===== src/rtl/cpu_control.sv =====
// Microcode sequencer for the 4-bit SAP CPU: fetch/execute state register
// plus combinational decode of every bus-enable and register-load strobe.
module cpu_control (
  input  logic       clk,
  input  logic       rst,
  input  logic [3:0] opcode,
  input  logic       carry_flag,
  input  logic       zero_flag,
  output logic       ep,
  output logic       c,
  output logic       lp,
  output logic       lm,
  output logic       er,
  output logic       ri,
  output logic       li,
  output logic       ei,
  output logic       la,
  output logic       ea,
  output logic       lb,
  output logic       eu,
  output logic       su,
  output logic       lf,
  output logic       lo,
  output logic       hlt,
  output logic [2:0] t_state
);

  localparam int unsigned SW = 3;

  typedef enum logic [SW-1:0] {
    FA   = 3'd0,
    FI   = 3'd1,
    EX1  = 3'd2,
    EX2  = 3'd3,
    EX3  = 3'd4,
    HALT = 3'd7
  } state_t;

  localparam logic [3:0] OP_LDA = 4'h1;
  localparam logic [3:0] OP_ADD = 4'h2;
  localparam logic [3:0] OP_SUB = 4'h3;
  localparam logic [3:0] OP_STA = 4'h4;
  localparam logic [3:0] OP_LDI = 4'h5;
  localparam logic [3:0] OP_JMP = 4'h6;
  localparam logic [3:0] OP_JC  = 4'h7;
  localparam logic [3:0] OP_JZ  = 4'h8;
  localparam logic [3:0] OP_OUT = 4'hE;
  localparam logic [3:0] OP_HLT = 4'hF;

  state_t state, state_nx;

  // State register: the only sequential element in the block.
  always_ff @(posedge clk or negedge rst) begin
    if (!rst) state <= FA;
    else      state <= state_nx;
  end

  // Next-state: instruction length depends only on opcode.
  always_comb begin
    state_nx = FA;
    case (state)
      FA:  state_nx = FI;
      FI:  state_nx = EX1;
      EX1: begin
        case (opcode)
          OP_LDA, OP_ADD, OP_SUB, OP_STA: state_nx = EX2;
          OP_HLT:                         state_nx = HALT;
          default:                        state_nx = FA;
        endcase
      end
      EX2: begin
        if (opcode == OP_ADD || opcode == OP_SUB) state_nx = EX3;
        else                                      state_nx = FA;
      end
      EX3:     state_nx = FA;
      HALT:    state_nx = HALT;
      default: state_nx = FA;
    endcase
  end

  // Strobe decode; everything is held low while reset is asserted.
  always_comb begin
    ep = 1'b0; c  = 1'b0; lp = 1'b0; lm = 1'b0;
    er = 1'b0; ri = 1'b0; li = 1'b0; ei = 1'b0;
    la = 1'b0; ea = 1'b0; lb = 1'b0; eu = 1'b0;
    su = 1'b0; lf = 1'b0; lo = 1'b0; hlt = 1'b0;
    t_state = '0;
    if (rst) begin
      t_state = SW'(state);
      case (state)
        FA: begin
          ep = 1'b1; lm = 1'b1;
        end
        FI: begin
          er = 1'b1; li = 1'b1; c = 1'b1;
        end
        EX1: begin
          case (opcode)
            OP_LDA, OP_ADD, OP_SUB, OP_STA: begin
              ei = 1'b1; lm = 1'b1;
            end
            OP_LDI: begin
              ei = 1'b1; la = 1'b1;
            end
            OP_JMP: begin
              ei = 1'b1; lp = 1'b1;
            end
            OP_JC: begin
              ei = carry_flag; lp = carry_flag;
            end
            OP_JZ: begin
              ei = zero_flag; lp = zero_flag;
            end
            OP_OUT: begin
              ea = 1'b1; lo = 1'b1;
            end
            default: ;
          endcase
        end
        EX2: begin
          case (opcode)
            OP_LDA: begin
              er = 1'b1; la = 1'b1;
            end
            OP_ADD, OP_SUB: begin
              er = 1'b1; lb = 1'b1;
            end
            OP_STA: begin
              ea = 1'b1; ri = 1'b1;
            end
            default: ;
          endcase
        end
        EX3: begin
          if (opcode == OP_ADD || opcode == OP_SUB) begin
            eu = 1'b1; la = 1'b1; lf = 1'b1;
            su = (opcode == OP_SUB);
          end
        end
        HALT:    hlt = 1'b1;
        default: ;
      endcase
    end
  end

endmodule


===== config.mk =====
export PLATFORM = sky130hd
export DESIGN_NAME = cpu_control
export DESIGN_NICKNAME = d
export VERILOG_FILES = /design/src/rtl/cpu_control.sv
export SDC_FILE = /design/constraint.sdc
export NUM_CORES = 1
export LEC_CHECK = 0
export CORE_AREA = 2 2 39 41
export DETAILED_ROUTE_END_ITERATION = 8
export DIE_AREA = 0 0 41 43
export PLACE_DENSITY = 0.89
export RECOVER_POWER = 100
export SYNTH_ARGS = -nofsm -noshare
export SYNTH_HDL_FRONTEND = slang
export SYNTH_SLANG_ARGS = --single-unit

===== constraint.sdc =====
create_clock -name clk -period 3.6 [get_ports clk]
set_clock_uncertainty 0.05 [all_clocks]
set_input_delay 0.72 -clock clk [delete_from_list [all_inputs] [get_ports clk]]
set_output_delay 0.72 -clock clk [all_outputs]
set_load 0.02 [all_outputs]

==> metrics, run 1 <==
Avg Vias per Cell ~5.4; fin. max-slew vios 0; Yosys top cell area share between 10% and 20%; post-route clock period utilization between 90% and 100%; Seq cells post-synth 3; Post-Route Setup TNS 0 ns; diode count 0; final setup vio count 0; Hold Path Class input pin to asynchronous set/reset pin; Multi-input gate area between 300 and 400 um2; number of synthesis warnings 0; Fillers roughly 140; routability cong. roughly 0.79; Worst Setup Start Kind input pin; Tmin final between 3 and 4 ns; Hold-fix buffers, CTS 0; f_max 290 MHz; die height ~43 um; Syn Inst Count 75; Chip Width a little over 40 um; Synth Flop Type dfrtp_1; I/O pin count 27; nets between 100 and 150; sequential area share after synthesis around 15%; Fin. Hold Viols 0; Fin Hold WS roughly 0.72 ns; Synth cell types 32; outcome complete, no violations; largest reg by FF count state; largest net degree at the start of global routing 19; Post-synth EDFFs 0; vias in the first global route between 500 and 600; most common cell in the synthesized netlist nor2_1; kind of critical path input pin to output port; Clock Latency Late Sink roughly 0.23 ns; Worst Path Arrival around 2.7 ns; top cells by count, synth 11 x nor2_1, 6 x buf_2, 5 x and2_1, 5 x nand2_1, 5 x nor3_1; Slew Limit Headroom roughly 65%; top cells by area, synth dfrtp_1 15%, nor2_1 8.1%, and2_1 6.1%, buf_2 5.9%, and3_1 4.9%; WL final about 1300 um; RSZ-0062 raised after global routing no; hpwl dp 989 um; core area approximately 0.0014 mm2; Post-Syn Area approximately 500 um2; Initial Util between 30% and 40%; Largest regs state: 3 flops; Max Cap Violations 0; initial antenna violation count 0; CTS Buf Count 3; Clk pin slew, worst setup/hold paths ~0.040 ns; LEAKAGE 0.350 nW; Synth Area per Inst roughly 6.8 um2; Net Count, Synth between 80 and 90; Max clock buf depth 2; asr flop ratio synth between 90% and 100%; CTS tree done; share of cells above drive strength 1 roughly a tenth; area delta synth->final 54.4%; Cell Pwr Density 430 mW/mm2; H-tree levels 1; peak fanout along the critical path 6; Port Buffers 26; post-DR wirelength/cell about 11 um; detailed router's first-iteration violation count 15; critical path capture point type output port; cell taking the most area after synthesis dfrtp_1; Routed Antenna Nets 0; clock root cell clkbuf_4; first-pass GRT wire length between 2000 and 2500 um; FF/Latch Area around 75 um2; Vias approximately 630; CP required around 2.8 ns; Die ar. about 0.0018 mm2; Core Util, Final between 50 and 60%; drt drc 0; max reg flops 3; total grt overflow 0; Tot GR Track Use 17.4%; # rows 14; # clock sinks 3; Pre-Repair DR Iteration Count 4; Least-Margin Pin Slew between 0.5 and 0.6 ns; post_cts resized 0; total setup buffers inserted after CTS 0; Worst VDD drop 0.000360 V
-- final timing paths --
kind / from / to / slack (ns) / cells after the start
setup / recovery: opcode[1] / lm / 0.16 / 5
hold / removal: rst / state[2] / 0.72 / 1
setup reg to reg: state[2] / state[0] / 2.13 / 4
hold reg to reg: state[0] / state[1] / 0.73 / 1
max in group asynchronous: rst / state[1] / 2.60 / 1
min in group clk: state[0] / state[1] / 0.73 / 1
-- stage by stage --
stage | setup WS, ns | instances | area, um2 | power (W)
floorplan | 1.00 | 75 | 510 | 0.000223
global placement | 0.219 | 112 | 768 | 0.000288
detailed placement | 0.233 | 112 | 768 | 0.000292
CTS | 0.220 | 116 | 795 | 0.000353
global route | 0.0498 | 116 | 788 | 0.000367
finish | 0.158 | 116 | 788 | 0.000339
-- layout by cell type, fill, tap and decap left out, types with 2 or more instances in the layout --
cell,Yosys,routed
dlygate4sd3_1,0,17
clkbuf_1,1,2
nand3_1,2,2
xnor2_1,2,2
nand4b_1,2,2
buf_4,3,4
and3_1,4,4
clkbuf_4,0,3
nand2_1,5,5
dfrtp_1,3,3
and2_1,5,5
o21ai_0,3,3
nor2_1,11,11
a21oi_1,3,3
a22o_1,2,2
nor3_1,5,5
nor2b_1,2,2
clkdlybuf4s50_1,0,9
-- power by group --
part | total, W | switching, W | internal (W)
Sequential | 0.0000924 | 0.0000465 | 0.0000459
Combinational | 0.000188 | 0.0000952 | 0.0000930
Clock | 0.0000579 | 0.0000165 | 0.0000415
Total | 0.000339 | 0.000158 | 0.000180
-- cell families (layout without fill, tap and decap cells) --
group	Yosys count	after routing	synth area share, %
AOI/OAI and AO/OA	15	15	20.8
xor gates and xnor gates	2	2	3.43
buffers and inverters	11	36	13.2
DFF	3	3	14.7
muxes	1	1	1.96
and+or+nand+nor	43	43	45.8
-- per-layer routing --
layer	share of wire [%]	wire length (um)	vias up	global-route usage, %
met1	43	555	282	21.9
met2	51	662	26	29.1
met5	0	0	-	0
li1	-	-	317	-
met3	6.7	88	0	3.14
met4	0	0	0	4.00
-- worst max-delay path: stages --
cell           delay [ns]
dlygate4sd3_1        0.61
o21ai_0              0.16
or3b_1               0.35
a21oi_1              0.15
dlygate4sd3_1        0.68
-- cell type report --
class                           instances  share of cell area (%)
Timing Repair Buffer                   32                    37.9
Tap cell                               16                    2.54
Clock buffer                            4                    3.33
Multi-Input combinational cell         61                    46.7
Sequential cell                         3                    9.52
No activity file was read; power rests on OpenSTA's default activity.
==> inputs of run 2 (changes only) <==
- CTS_CLUSTER_DIAMETER: not set -> 40
==> results of run 2 <==
Final layout, timing and power as in run 1 (identical DEF).
==> inputs of run 3 (changes only) <==
- CORE_AREA: 2 2 39 41 -> not set
- CORE_UTILIZATION: not set -> 38
- DIE_AREA: 0 0 41 43 -> not set
- PLACE_DENSITY: 0.89 -> 0.88
- clock period: 3.6 -> 3.4 ns (I/O delays scaled with it)
==> run 3 against run 2 <==
  * Clock-buffer cell count did not move
  * Register-to-register slack worse by 0.25 ns
  * Cell area rose by 0.79%
  * Highest routed layer unchanged
  * Critical path depth increased by 1
  * Non-clock buffer count increased by 1
  * Sequential share of layout area is 0.075 points lower
  * Utilization rose by 11 points
  * Global-route usage rose by 3.0 points
  * Via count fell by 1.4%
  * Largest cell class unchanged
  * Combinational power grew 8%
==> metrics, run 3 (synthesis results as in run 1) <==
Cell Pwr Density 458 mW/mm2 (was 430 mW/mm2); # rows 12 (was 14); Fin Hold WS 0.747 ns (was 0.718 ns); peak fanout along the critical path 9 (was 6); H-tree levels 1 (unchanged); LEAKAGE 0.361 nW (was 0.350 nW); Tot GR Track Use 20.4% (was 17.4%); diode count 0 (unchanged); # clock sinks 3 (unchanged); detailed router's first-iteration violation count 11 (was 15); Post-DP Area 773 um2 (was 768 um2); Hold Path Class flop to flop (was input pin to asynchronous set/reset pin); I/O pin count 27 (unchanged); Hold-fix buffers, CTS 0 (unchanged); Clock Latency Late Sink 0.23 ns (about the same); GR peak layer met2 (unchanged); share of cells above drive strength 1 9.90% (was 10.0%); Port Buffers 26 (unchanged); Worst Setup Start Kind input pin (unchanged); Least-Margin Pin Slew 0.519 ns (was 0.524 ns); Post-Route Setup TNS 0 ns (unchanged); Chip Width 38.7 um (was 41 um); Max clock buf depth 2 (unchanged); Slew Limit Headroom 65.4% (was 65.0%); Max Cap Violations 0 (unchanged); initial antenna violation count 0 (unchanged); f_max 304 MHz; outcome complete, no violations (unchanged); max reg flops 3 (unchanged); largest reg by FF count state (unchanged); area delta synth->final 55.6% (was 54.4%); Clk pin slew, worst setup/hold paths 0.04 ns (about the same); GR Util met2 35.4% (was 29.1%); total grt overflow 0 (unchanged); Initial Util 43.6% (was 36.9%); Worst R2R Path Depth 4 (unchanged); most used cell along the critical path clkdlybuf4s50_1 (was dlygate4sd3_1); Crit-path slowest cell clkdlybuf4s50_1 (was dlygate4sd3_1); Die ar. 0.00149 mm2 (was 0.00176 mm2); die height 38.7 um (was 43 um); Hold Path End state[1]; worst r2r src state[0] (was state[2]); drt drc 0 (unchanged); RSZ-0062 raised after global routing no (unchanged); CTS tree done (unchanged); post-route clock period utilization a little over nine tenths; Pre-Repair DR Iteration Count 4 (unchanged); Tmin final 3.29 ns; first-pass GRT wire length 2130 um (was 2180 um); most frequent cells in the layout 15 x dlygate4sd3_1, 11 x nor2_1, 10 x clkdlybuf4s50_1 (was 17 x dlygate4sd3_1, 11 x nor2_1, 9 x clkdlybuf4s50_1); post-DR wirelength/cell 11.5 um (was 11.3 um); routing usage on met3 3.47% (was 3.14%); critical path capture point type output port (unchanged); cell area after layout 795 um2 (was 788 um2); CTS Buf Count 3 (unchanged); Vias 616 (was 625); nets 110 (was 109); Avg Vias per Cell 5.36 (was 5.39); routing usage on met1 25.5% (was 21.9%); Worst R2R End state[0] (unchanged); Pwr Total 0.000364 W (was 0.000339 W); routability cong. 0.845 (was 0.795); Hold Crit Depth 1; Worst VDD drop 0.000275 V (was 0.000360 V); hpwl dp 971 um (was 989 um); Worst Path Arrival 2.56 ns (was 2.67 ns); largest net degree at the start of global routing 19 (unchanged); hold path start state[0]; CP required 2.67 ns (was 2.83 ns); Worst Path Buf+Inv 3 (was 2); Routed Antenna Nets 0 (unchanged); Fin. Hold Viols 0 (unchanged); vias in the first global route 522 (unchanged); r2r setup slk 1.88 ns (was 2.13 ns); fin. max-slew vios 0 (unchanged); Core Util, Final 67.8% (was 57.0%); leading cell type in the layout, fill and taps excluded dlygate4sd3_1 (unchanged); crit path cell chain clkdlybuf4s50_1 -> clkbuf_1 -> nand3b_1 -> nor4_1 -> o21a_1 -> clkdlybuf4s50_1 (was dlygate4sd3_1 -> o21ai_0 -> or3b_1 -> a21oi_1 -> dlygate4sd3_1); final setup vio count 0 (unchanged); clock root cell clkbuf_4 (unchanged); CP delay by family, top buffers and inverters (unchanged); kind of critical path input pin to output port (unchanged); core area 0.00117 mm2 (was 0.00138 mm2); Largest regs state: 3 flops (unchanged); Largest stage delay, worst path 0.63 ns (was 0.68 ns); WL final 1320 um (was 1310 um)
run 3: cell types whose count changed in the layout (fill, tap and decap cells not counted):
cell             previous run  this run
buf_4                       4         5
dlygate4sd3_1              17        15
clkbuf_1                    2         3
clkdlybuf4s50_1             9        10
dlymetal6s2s_1              0         1
clkbuf_2                    1         0
run 3: how the worst max path moves through the flow:
stage,end,slack [ns],startpoint,cells after the start
6_report,la,0.11,opcode[0],6
5_1_grt,lm,0.02,opcode[0],5
4_1_cts,lm,0.10,opcode[2],5
3_5_place_dp,lm,0.10,opcode[2],5
3_3_place_gp,lm,0.13,opcode[2],5
2_1_floorplan,li,0.88,rst,5
run 3: per-stage QoR:
step	worst slack [ns]	cells
CTS	0.100	115
detailed placement	0.102	111
finish	0.115	115
global route	0.0153	115
global placement	0.129	111
floorplan	0.885	75
run 3: cell type report:
type / count / area (um2)
flip-flops and latches: 3 / 75.1
fillers: 111 / 377
well taps: 14 / 17.5
multi-input cells: 61 / 368
clock buffers: 4 / 26.3
repair buffers: 33 / 308
run 3: metal layers:
metal	routed length [um]	part of all wire [%]
met1	627	47
met2	657	50
met3	38	2.9
met4	0	0
met5	0	0
run 3: repair_timing:
action                     CTS  global route
hold endpoints to repair     0             0
setup endpoints to repair    0             3
resized for setup            0             1
buffers inserted             0             0
run 3: power breakdown:
part / leakage [nW] / total [W] / switching (W) / internal (W)
Clock: 0.0150 / 0.0000622 / 0.0000182 / 0.0000440
Sequential: 0.0381 / 0.0000990 / 0.0000504 / 0.0000486
Combinational: 0.308 / 0.000203 / 0.000103 / 0.000100
Total: 0.361 / 0.000364 / 0.000171 / 0.000193
==> RTL change (config.mk and constraints of run 3) <==
Make the reset (`rst`) synchronous in one clocked block.
--- a/src/rtl/cpu_control.sv
+++ b/src/rtl/cpu_control.sv
@@ -50,7 +50,7 @@
   state_t state, state_nx;
 
   // State register: the only sequential element in the block.
-  always_ff @(posedge clk or negedge rst) begin
+  always_ff @(posedge clk) begin
     if (!rst) state <= FA;
     else      state <= state_nx;
   end
Behaviour: no difference found for any inputs over 10 cycles, from zero or initial values and one cycle with rst low; that may be too few to reach the edited logic, so the function may still have changed.
==> RTL change against run 3 <==
Sequential cell count is the same; highest routed layer is now met4; routed wire length up 14%; count of clock-buffer cells in the layout stayed put; design area is 2.4% higher; critical path type unchanged; synthesized area rose by 1.5%; global-route usage grew 2.5 points; worst setup slack got worse by 44 ps; die area grew 1.4%; register-to-register slack improved by 130 ps; first-iteration DRC count grew 36%.
Power is not compared: it rests on default switching activity, and its combinational part moved more than twofold at a synthesized area within 25%.
==> RTL change: results (changes against run 3) <==
Synth area leaders=dfxtp_1, nor2_1, o21ai_0, nand2_1, buf_2 (was dfrtp_1, nor2_1, and2_1, buf_2, and3_1); post-synthesis mux area share=0% (was 1.96%); Vias/cell=5.58 (was 5.36); Post-Syn Nets=87 (was 83); first-pass GRT wire length=2370 µm (was 2130 µm); worst slew pin tran=353 ps (was 519 ps); dpl cells=116 (was 111); Placer Congestion=0.836 (was 0.845); Seq/Total Area, Yosys=11.6% (was 14.7%); via count=669 (was 616); global routing usage on met1=27.2% (was 25.5%); met2 wire len=734 µm (was 657 µm); vias in the first global route=580 (was 522); pre-CTS setup slack=66.6 ps (was 102 ps); Max Used Layer=met4 (was met3); CP startpoint=opcode[3] (was opcode[0]); met2 Use GR=39.2% (was 35.4%); fraction of layout cells with a size suffix above 1=16.0% (was 9.90%); CTS Buf Count=3 (unchanged); WL/cell=12.5 µm (was 11.5 µm); GRT Util Overall=22.9% (was 20.4%); 1st-iter DRT viols=15 (was 11); Avg Inst Size Synth=6.56 µm² (was 6.81 µm²); placed cell areas=788 µm² (was 773 µm²); M1 WL=674 µm (was 627 µm); Netlist cell types=35 (was 32); Compound-Gate Fraction of Synth Area=25.4% (was 20.8%); most instantiated cells after synthesis=nor2_1, nand2_1, o21ai_0 (was nor2_1, buf_2, and2_1, nand2_1, nor3_1); met3 GRT Util=6.94% (was 3.47%); Post-DP HPWL=1100 µm (was 971 µm); status=finished clean (unchanged); Clock Latency Late Sink=240 ps; Critical Path Max Stage Delay=640 ps; Met3 Routed Length=82 µm (was 38 µm)
## RTL change: final timing paths
path / cells past startpoint / slack [ps] / to
worst max-delay path: 4 / 70 / er
worst min-delay path: 2 / 590 / state[2]$_SDFF_PN0_
worst max register to register: 3 / 2010 / state[1]$_SDFF_PN0_
worst min register to register: 2 / 590 / state[2]$_SDFF_PN0_
## RTL change: repair_timing
| item | 4_1_cts | 5_1_grt |
|---|---|---|
| endpoints found under the hold margin | 0 | 0 |
| endpoints found under the setup margin | 0 | 4 |
| gates resized for setup | 0 | 3 |
## RTL change: final cells by class
cell class,instances,area (µm²)
Inverter,2,7.51
Fill cell,113,373
Clock buffer,4,26.3
Tap cell,14,17.5
Sequential cell,3,60.1
Multi-Input combinational cell,64,387
Timing Repair Buffer,33,315
## RTL change: power by group
| group | internal (mW) | switching, mW |
|---|---|---|
| clock network | 0.0443 | 0.0232 |
| registers | 0.0389 | 0.00904 |
| logic | 0.0445 | 0.0515 |
